[src/rtl/div_counter_ctrl_if.sv]
`default_nettype none
// ============================================================================
//  Module      : div_counter_ctrl_if
//  Description : Control/status bundle for the prescaled period counter.
//                The controller side uses the slave modport; the driver of
//                start/stop/pause and configuration uses the master modport.
//  Revision    : 1.0  initial release
// ============================================================================
interface div_counter_ctrl_if;
    logic       start_i;
    logic       stop_i;
    logic       pause_i;
    logic       mode_i;
    logic [3:0] prescale_i;
    logic [7:0] period_i;
    logic [7:0] count_o;
    logic       tick_o;
    logic       tc_o;
    logic       done_o;
    logic       busy_o;
    logic [1:0] state_o;

    modport master (
        output start_i, stop_i, pause_i, mode_i, prescale_i, period_i,
        input  count_o, tick_o, tc_o, done_o, busy_o, state_o
    );

    modport slave (
        input  start_i, stop_i, pause_i, mode_i, prescale_i, period_i,
        output count_o, tick_o, tc_o, done_o, busy_o, state_o
    );
endinterface
`default_nettype wire

[src/rtl/div_counter_ctrl.sv]
`default_nettype none
// ============================================================================
//  Module      : div_counter_ctrl
//  Description : Prescaled up-counter with one-shot / periodic auto-reload
//                modes, pause and abort control. tick_o and tc_o are
//                combinational single-cycle pulses; state, count and done
//                are registered.
//  Revision    : 1.0  initial release
// ============================================================================
module div_counter_ctrl (
    input  wire               clk_i,
    input  wire               rst_i,
    div_counter_ctrl_if.slave bus
);

    typedef enum logic [1:0] {
        IDLE  = 2'd0,
        RUN   = 2'd1,
        PAUSE = 2'd2,
        DONE  = 2'd3
    } state_t;

    state_t     r_state;
    logic [3:0] r_pre_cnt;
    logic [7:0] r_count;
    logic       r_done;
    logic       r_cfg_mode;
    logic [3:0] r_cfg_prescale;
    logic [7:0] r_cfg_period;

    logic       w_run_active;
    logic       w_tick;
    logic       w_tc;

    // Counting only advances in RUN when neither reset, abort nor pause is
    // requested this cycle; those all suppress the tick combinationally.
    always_comb begin
        w_run_active = !rst_i && (r_state == RUN) && !bus.stop_i && !bus.pause_i;
        w_tick       = w_run_active && (r_pre_cnt == r_cfg_prescale);
        w_tc         = w_tick && (r_count == r_cfg_period);
    end

    // Controller FSM with prescaler, counter and latched configuration.
    always_ff @(posedge clk_i) begin
        if (rst_i) begin
            r_state        <= IDLE;
            r_pre_cnt      <= 4'd0;
            r_count        <= 8'd0;
            r_done         <= 1'b0;
            r_cfg_mode     <= 1'b0;
            r_cfg_prescale <= 4'd0;
            r_cfg_period   <= 8'd0;
        end else begin
            case (r_state)
                IDLE: begin
                    r_done <= 1'b0;
                    // Abort wins over a simultaneous start; count keeps its
                    // last value while idle.
                    if (bus.start_i && !bus.stop_i) begin
                        r_cfg_mode     <= bus.mode_i;
                        r_cfg_prescale <= bus.prescale_i;
                        r_cfg_period   <= bus.period_i;
                        r_pre_cnt      <= 4'd0;
                        r_count        <= 8'd0;
                        r_state        <= RUN;
                    end
                end

                RUN: begin
                    if (bus.stop_i) begin
                        r_pre_cnt <= 4'd0;
                        r_count   <= 8'd0;
                        r_state   <= IDLE;
                    end else if (bus.pause_i) begin
                        r_state <= PAUSE;
                    end else if (w_tick) begin
                        r_pre_cnt <= 4'd0;
                        if (w_tc) begin
                            if (r_cfg_mode) begin
                                r_count <= 8'd0;
                            end else begin
                                r_state <= DONE;
                                r_done  <= 1'b1;
                            end
                        end else begin
                            r_count <= r_count + 8'd1;
                        end
                    end else begin
                        r_pre_cnt <= r_pre_cnt + 4'd1;
                    end
                end

                PAUSE: begin
                    if (bus.stop_i) begin
                        r_pre_cnt <= 4'd0;
                        r_count   <= 8'd0;
                        r_state   <= IDLE;
                    end else if (!bus.pause_i) begin
                        r_state <= RUN;
                    end
                end

                DONE: begin
                    // Completion is a single-cycle state; an abort here also
                    // discards the final count.
                    r_done  <= 1'b0;
                    r_state <= IDLE;
                    if (bus.stop_i) begin
                        r_pre_cnt <= 4'd0;
                        r_count   <= 8'd0;
                    end
                end

                default: begin
                    r_state <= IDLE;
                end
            endcase
        end
    end

    // Status outputs; busy and the pulses are forced low during reset.
    always_comb begin
        bus.count_o = r_count;
        bus.tick_o  = w_tick;
        bus.tc_o    = w_tc;
        bus.done_o  = r_done;
        bus.busy_o  = !rst_i && ((r_state == RUN) || (r_state == PAUSE));
        bus.state_o = r_state;
    end

endmodule
`default_nettype wire

[src/flat_wrapper.sv]
// flat-port wrapper written by rule: the top's interface ports become plain ports
module div_counter_ctrl_flat 
  (clk_i, rst_i, bus_start_i, bus_stop_i, bus_pause_i, bus_mode_i, bus_prescale_i, bus_period_i, bus_count_o, bus_tick_o, bus_tc_o, bus_done_o, bus_busy_o, bus_state_o);
  div_counter_ctrl_if bus_i ();
  input  wire clk_i;
  input  wire rst_i;
  input wire logic [$bits(bus_i.start_i)-1:0] bus_start_i;
  input wire logic [$bits(bus_i.stop_i)-1:0] bus_stop_i;
  input wire logic [$bits(bus_i.pause_i)-1:0] bus_pause_i;
  input wire logic [$bits(bus_i.mode_i)-1:0] bus_mode_i;
  input wire logic [$bits(bus_i.prescale_i)-1:0] bus_prescale_i;
  input wire logic [$bits(bus_i.period_i)-1:0] bus_period_i;
  output wire logic [$bits(bus_i.count_o)-1:0] bus_count_o;
  output wire logic [$bits(bus_i.tick_o)-1:0] bus_tick_o;
  output wire logic [$bits(bus_i.tc_o)-1:0] bus_tc_o;
  output wire logic [$bits(bus_i.done_o)-1:0] bus_done_o;
  output wire logic [$bits(bus_i.busy_o)-1:0] bus_busy_o;
  output wire logic [$bits(bus_i.state_o)-1:0] bus_state_o;
  assign bus_i.start_i = bus_start_i;
  assign bus_i.stop_i = bus_stop_i;
  assign bus_i.pause_i = bus_pause_i;
  assign bus_i.mode_i = bus_mode_i;
  assign bus_i.prescale_i = bus_prescale_i;
  assign bus_i.period_i = bus_period_i;
  assign bus_count_o = bus_i.count_o;
  assign bus_tick_o = bus_i.tick_o;
  assign bus_tc_o = bus_i.tc_o;
  assign bus_done_o = bus_i.done_o;
  assign bus_busy_o = bus_i.busy_o;
  assign bus_state_o = bus_i.state_o;
  div_counter_ctrl u_core (.clk_i(clk_i), .rst_i(rst_i), .bus(bus_i));
endmodule
[config.mk]
export PLATFORM = sky130hd
export DESIGN_NAME = div_counter_ctrl_flat
export DESIGN_NICKNAME = d
export VERILOG_FILES = /design/src/rtl/div_counter_ctrl_if.sv /design/src/rtl/div_counter_ctrl.sv /design/src/flat_wrapper.sv
export SDC_FILE = /design/constraint.sdc
export NUM_CORES = 1
export LEC_CHECK = 0
export ABC_CLOCK_PERIOD_IN_PS = 1700
export CORE_MARGIN = 2
export CORE_UTILIZATION = 45
export DETAILED_ROUTE_END_ITERATION = 16
export PLACE_DENSITY_LB_ADDON = 0.1
export SYNTH_ARGS = -nofsm -noshare
export SYNTH_HDL_FRONTEND = slang
export SYNTH_SLANG_ARGS = --single-unit
[constraint.sdc]
create_clock -name clk_i -period 1.7 [get_ports clk_i]
set_input_delay 0.34 -clock clk_i [delete_from_list [all_inputs] [get_ports clk_i]]
set_output_delay 0.34 -clock clk_i [all_outputs]
set_load 0.03 [all_outputs]
# Word-level counts from Yosys, hierarchy flattened
# Index checks and enable logic that the tools add are counted.
[totals]
out_inout_bits = 14
regBits = 28
word_cells = 77
inputBits = 18
[classes]
n_mux = 29
reduce_logical = 20
n_eq_ne = 19
n_addsub = 2
[op_table]
columns = ["op", "count"]
rows = [
  ["$mux 8", 7],
  ["$pmux 8 s3", 1],
  ["$mux 4", 5],
  ["$mux 2", 8],
  ["$ne 4x4->1 const B", 3],
  ["$pmux 4 s3", 1],
  ["$ne 2x2->1 const B", 5],
  ["$reduce_and 5->1", 2],
  ["$ne 3x3->1 const B", 3],
  ["$add 8x1->8 const B", 1],
  ["$eq 8x8->1", 1],
  ["$pmux 2 s4", 1],
  ["$logic_and 1x1->1", 7],
  ["$reduce_and 6->1", 1],
  ["$mux 1", 5],
  ["$add 4x1->4 const B", 1],
  ["$eq 2x2->1 const B", 2],
  ["$eq 4x4->1", 1],
  ["$ne 2x1->1 const B", 2],
  ["$ne 4x3->1 const B", 1],
  ["$reduce_or 2->1", 2],
  ["$logic_not 1->1", 3],
  ["$reduce_and 3->1", 1],
  ["$eq 2x1->1 const B", 1],
  ["5 further kinds", 5],
]

# Depth between registers and ports, before layout
[logic_depth]
word_depth = 11
mapped_depth = 8
depth_no_buf = 7

# Least setup slack after synthesis
# No wires, ideal clock.
[synth_timing]
kind = "register -> output"
start = "register u_core.r_state[0], in the netlist u_core.bus.state_o[0]"
end = "output port bus_tc_o"
slack_ns = -0.497
t_arrival_ns = 1.857
path_stages_with_launch = 6
n_path_buf = 1
required_time_ns = 1.360
cell_sequence = "dfxtp_1 > ha_1 > nor2b_1 > and3_1 > buf_2 > and3_1"
[synth_via]
elab_chain_cells = 6
[synth_rtl]
columns = ["element", "line_no", "source"]
rows = [
  ["start: declaration", "div_counter_ctrl.sv:23", "state_t r_state;"],
  ["start signal: assignment", "div_counter_ctrl.sv:46", "r_state <= IDLE;"],
  ["start signal: assignment", "div_counter_ctrl.sv:65", "r_state <= RUN;"],
  ["start signal: assignment", "div_counter_ctrl.sv:73", "r_state <= IDLE;"],
  ["$eq 2x1->1", "div_counter_ctrl.sv:38", "w_run_active = !rst_i && (r_state == RUN) && !bus.stop_i && !bus.pause_i;"],
  ["$logic_and 1x1->1 (3 in a row)", "div_counter_ctrl.sv:38", ""],
  ["$logic_and 1x1->1", "div_counter_ctrl.sv:39", "w_tick = w_run_active && (r_pre_cnt == r_cfg_prescale);"],
  ["net bus_tick_o", "flat_wrapper.sv:14", "output wire logic [$bits(bus_i.tick_o)-1:0] bus_tick_o;"],
  ["$logic_and 1x1->1", "div_counter_ctrl.sv:40", "w_tc = w_tick && (r_count == r_cfg_period);"],
  ["end: declaration", "flat_wrapper.sv:15", "output wire logic [$bits(bus_i.tc_o)-1:0] bus_tc_o;"],
]
# The timed path passes the listed nets, and every way through them passes these cells.

# Worst setup path after layout
[layout_timing]
start = "register u_core.r_pre_cnt[1]"
end = "output port bus_tc_o"
[layout_via]
elab_chain_cells = 3
[layout_rtl]
columns = ["element", "line_no", "source"]
rows = [
  ["start: declaration", "div_counter_ctrl.sv:24", "logic [3:0] r_pre_cnt;"],
  ["start signal: assignment", "div_counter_ctrl.sv:89", "r_pre_cnt <= r_pre_cnt + 4'd1;"],
  ["$eq 4x4->1", "div_counter_ctrl.sv:39", ""],
  ["$logic_and 1x1->1", "div_counter_ctrl.sv:39", ""],
  ["$logic_and 1x1->1", "div_counter_ctrl.sv:40", ""],
]
# No other way between the ends.

==> flow_summary.toml <==
[clocking]
clk_pin_slew_ns = 0.16
clk-insertion-delay-late_ns = 0.34
numCtsBuffers = 3
htreeDepth = 1
clockBufferDepth = 2
cts_tree = "done"
cts_num_sinks = 28
cts_root_buf = "clkbuf_4"

[power_and_ir_drop]
vdd_drop_max_mv = 0.442
power.density_nw_per_um2 = 915
leakagePower_uw = 0.00112

[sta]
finalSetupViolations = 17
setup_ws_ns = -0.326
slew_viol_final = 0
relSlewSlack_pct = 76.1
rsz0062_at_grt = "true"
tightestPinTransition_ns = 0.358
hold_viol = 0
fin_crit_sh_pct = 119
clock_skew_ns = 0.0131
fmax_ghz = 0.494
min_period_ns = 2.03

[placed_design]
post-place-ws_ns = -0.428
place.gp.congestion = 0.853
io_buffers = 31
placed_cells = 299
hpwl_um = 3180

[synthesis]
synthArstFlopShare_pct = 0
synth_area_um2 = 1540
synth_ff_type = "dfxtp_1"
seq_area_frac_synth_pct = 36.5
netlist.area_leader.share_pct = 36.5
synth_edf_count = 0
syn_area_per_cell_um2 = 8.09
synthDistinctLibCells = 39
yosysTopAreaCell = "dfxtp_1"
yosys-top-cells-area = "dfxtp_1 36%, xor2_1 7.4%, nand2_1 6.8%, a21oi_1 4.9%, ha_1 4.9%"
synth_seq_cells = 28
syn-num-nets = 214
ys_warn_count = 0
post_synth_inst_count = 190

[run_status]
outcome = "finished with violations"
violations = "negative setup slack"

[layout]
layout.nets = 297
utilization_pct = 78.6
fillers = 241
final_cell_count_no_fill = 318
n_antenna_cell = 0
drive_gt1_share_pct = 40.4
syn_to_final_growth_pct = 69.5

[global_routing]
first_global_vias = 1674
grt-ovfl-total = 0
grt_pass1_wl_um = 7620
grt_max_degree = 16
antenna_found_initial = 0
grt_use_total_pct = 24.2

[floorplan]
chipWidth_um = 62.4
die-height_um = 62.4
top_level_ports = 32
dieArea_um2 = 3900
start_util_pct = 46.4
core_um2 = 3310
row_count = 21

[route]
met2_length_um = 2380
wl_um = 4860
routed.top_layer = "met4"
route.detailed.drc = 0
drt_first_pass_iters = 4
via_per_inst = 5.40
wl_per_cell_um = 15.3
wl_met1_um = 2090
vias = 1717
dr.first_iter.drc_count = 163
wl_met3_um = 304
ant_nets = 0

[worst_setup_path]
crit_fanout = 3
r2r-end = "u_core.bus.count_o[7]"
reg2reg_depth = 10
endpoint_kind = "output port"
worstSetupPathType = "flip-flop to output port"
cp-start-kind = "flip-flop"
arrival_ns = 1.69
rr_startpoint = "u_core.bus.state_o[0]"
required_ns = 1.36
r2r_setup_slack_ns = -0.15

[worst_hold_path]
hp-start = "u_core.r_cfg_period[6]"
hold_class = "flip-flop to flip-flop"
whs_path_depth = 2
min_to = "u_core.r_cfg_period[6]"

[job]
drv_cap = 0
[per-layer routing]
| metal | global-route usage, % | vias up |
|---|---|---|
| li1 | - | 824 |
| met1 | 31.3 | 790 |
| met2 | 41.4 | 92 |
| met3 | 3.24 | 11 |
| met4 | 8.61 | 0 |
| met5 | 0 | - |
[timing repair]
item / 4_1_cts / 5_1_grt
buffers inserted: 10 / 5
gates cloned: 1 / 0
endpoints found under the setup margin: 28 / 18
resized for setup: 36 / 35
hold buffers: 0 / 0
pin swaps: 11 / 16
[state kept, by name, indices dropped and copies added (netlist names)]
register / count
u_core.r_cfg_mode: 1
u_core.r_pre_cnt: 4
u_core.bus.count_o: 8
u_core.bus.done_o: 1
u_core.bus.state_o: 2
u_core.r_cfg_prescale: 4
u_core.r_cfg_period: 8
[critical path, cell delays in order (launching register included)]
cell	delay, ns
dfxtp_2	0.37
xor2_2	0.18
nor3_2	0.26
and3_4	0.23
and3_4	0.18
buf_6	0.13
[worst max-delay path by stage]
stage	slack (ns)	startpoint	end
global placement	-0.38	bus_stop_i	u_core.bus.count_o[6]
finish	-0.33	u_core.r_pre_cnt[1]	bus_tc_o
CTS	-0.28	u_core.r_cfg_period[6]	bus_tc_o
detailed placement	-0.43	bus_stop_i	u_core.bus.count_o[7]
floorplan	-0.02	rst_i	bus_tc_o
global route	-0.37	u_core.r_pre_cnt[1]	bus_tc_o
[synth_stat cells (all sizes together) (4+ instances only)]
| cell | n |
|---|---|
| dfxtp | 28 |
| nand2 | 28 |
| inv | 9 |
| nor2 | 16 |
| clkbuf | 4 |
| o21ai | 6 |
| a21oi | 15 |
| xor2 | 13 |
| nand2b | 8 |
| ha | 6 |
| nand3 | 12 |
[metrics by stage]
stage | power, µW | setup TNS (ns) | area (µm²) | hold WS [ns]
3_5_place_dp | 1620 | -5.93 | 2230 | 0.465
6_report | 2380 | -1.74 | 2600 | 0.478
4_1_cts | 2090 | -2.55 | 2400 | 0.479
3_3_place_gp | 1590 | -5.62 | 2230 | 0.456
2_1_floorplan | 1240 | -0.0316 | 1600 | 0.437
5_1_grt | 2500 | -3.40 | 2600 | 0.508
[layout make-up]
cell class / count / area (µm²) / area share (%)
Sequential cell: 28 / 594 / 22.8
Clock buffer: 4 / 36.3 / 1.39
Inverter: 9 / 38.8 / 1.49
Multi-Input combinational cell: 146 / 1120 / 43.2
Tap cell: 46 / 57.6 / 2.21
Timing Repair Buffer: 85 / 753 / 28.9
[kinds of logic (layout without fill, tap and decap cells)]
logic type	count (synthesis)	in the layout	synth area share, %
buffers and inverters	16	98	4.48
flip-flops	28	28	36.5
adder cells (fa/ha/maj)	6	6	4.89
AND/OR/NAND/NOR	84	84	27.2
XOR/XNOR	15	15	8.55
AO/OA/AOI/OAI	39	39	17.1
multiplexers	2	2	1.30
[power by group]
part	switching (µW)	leakage [µW]	internal, µW
Sequential	40.1	0.000236	710
Combinational	623	0.000866	670
Clock	208	0.0000210	131
[cells in the final DEF, fill, tap and decap left out, types with 4 or more instances in the layout]
master / netlist / routed
ha_4: 0 / 4
buf_4: 0 / 42
dlygate4sd2_1: 0 / 11
dfxtp_1: 28 / 13
nand2_1: 28 / 28
dfxtp_2: 0 / 9
nand2b_1: 8 / 7
dfxtp_4: 0 / 6
a21oi_1: 15 / 14
nand3_1: 12 / 11
inv_1: 9 / 6
buf_6: 1 / 13
xor2_1: 13 / 11
nor2_1: 16 / 14
clkdlybuf4s50_1: 0 / 16
No activity file was read; power rests on OpenSTA's default activity.
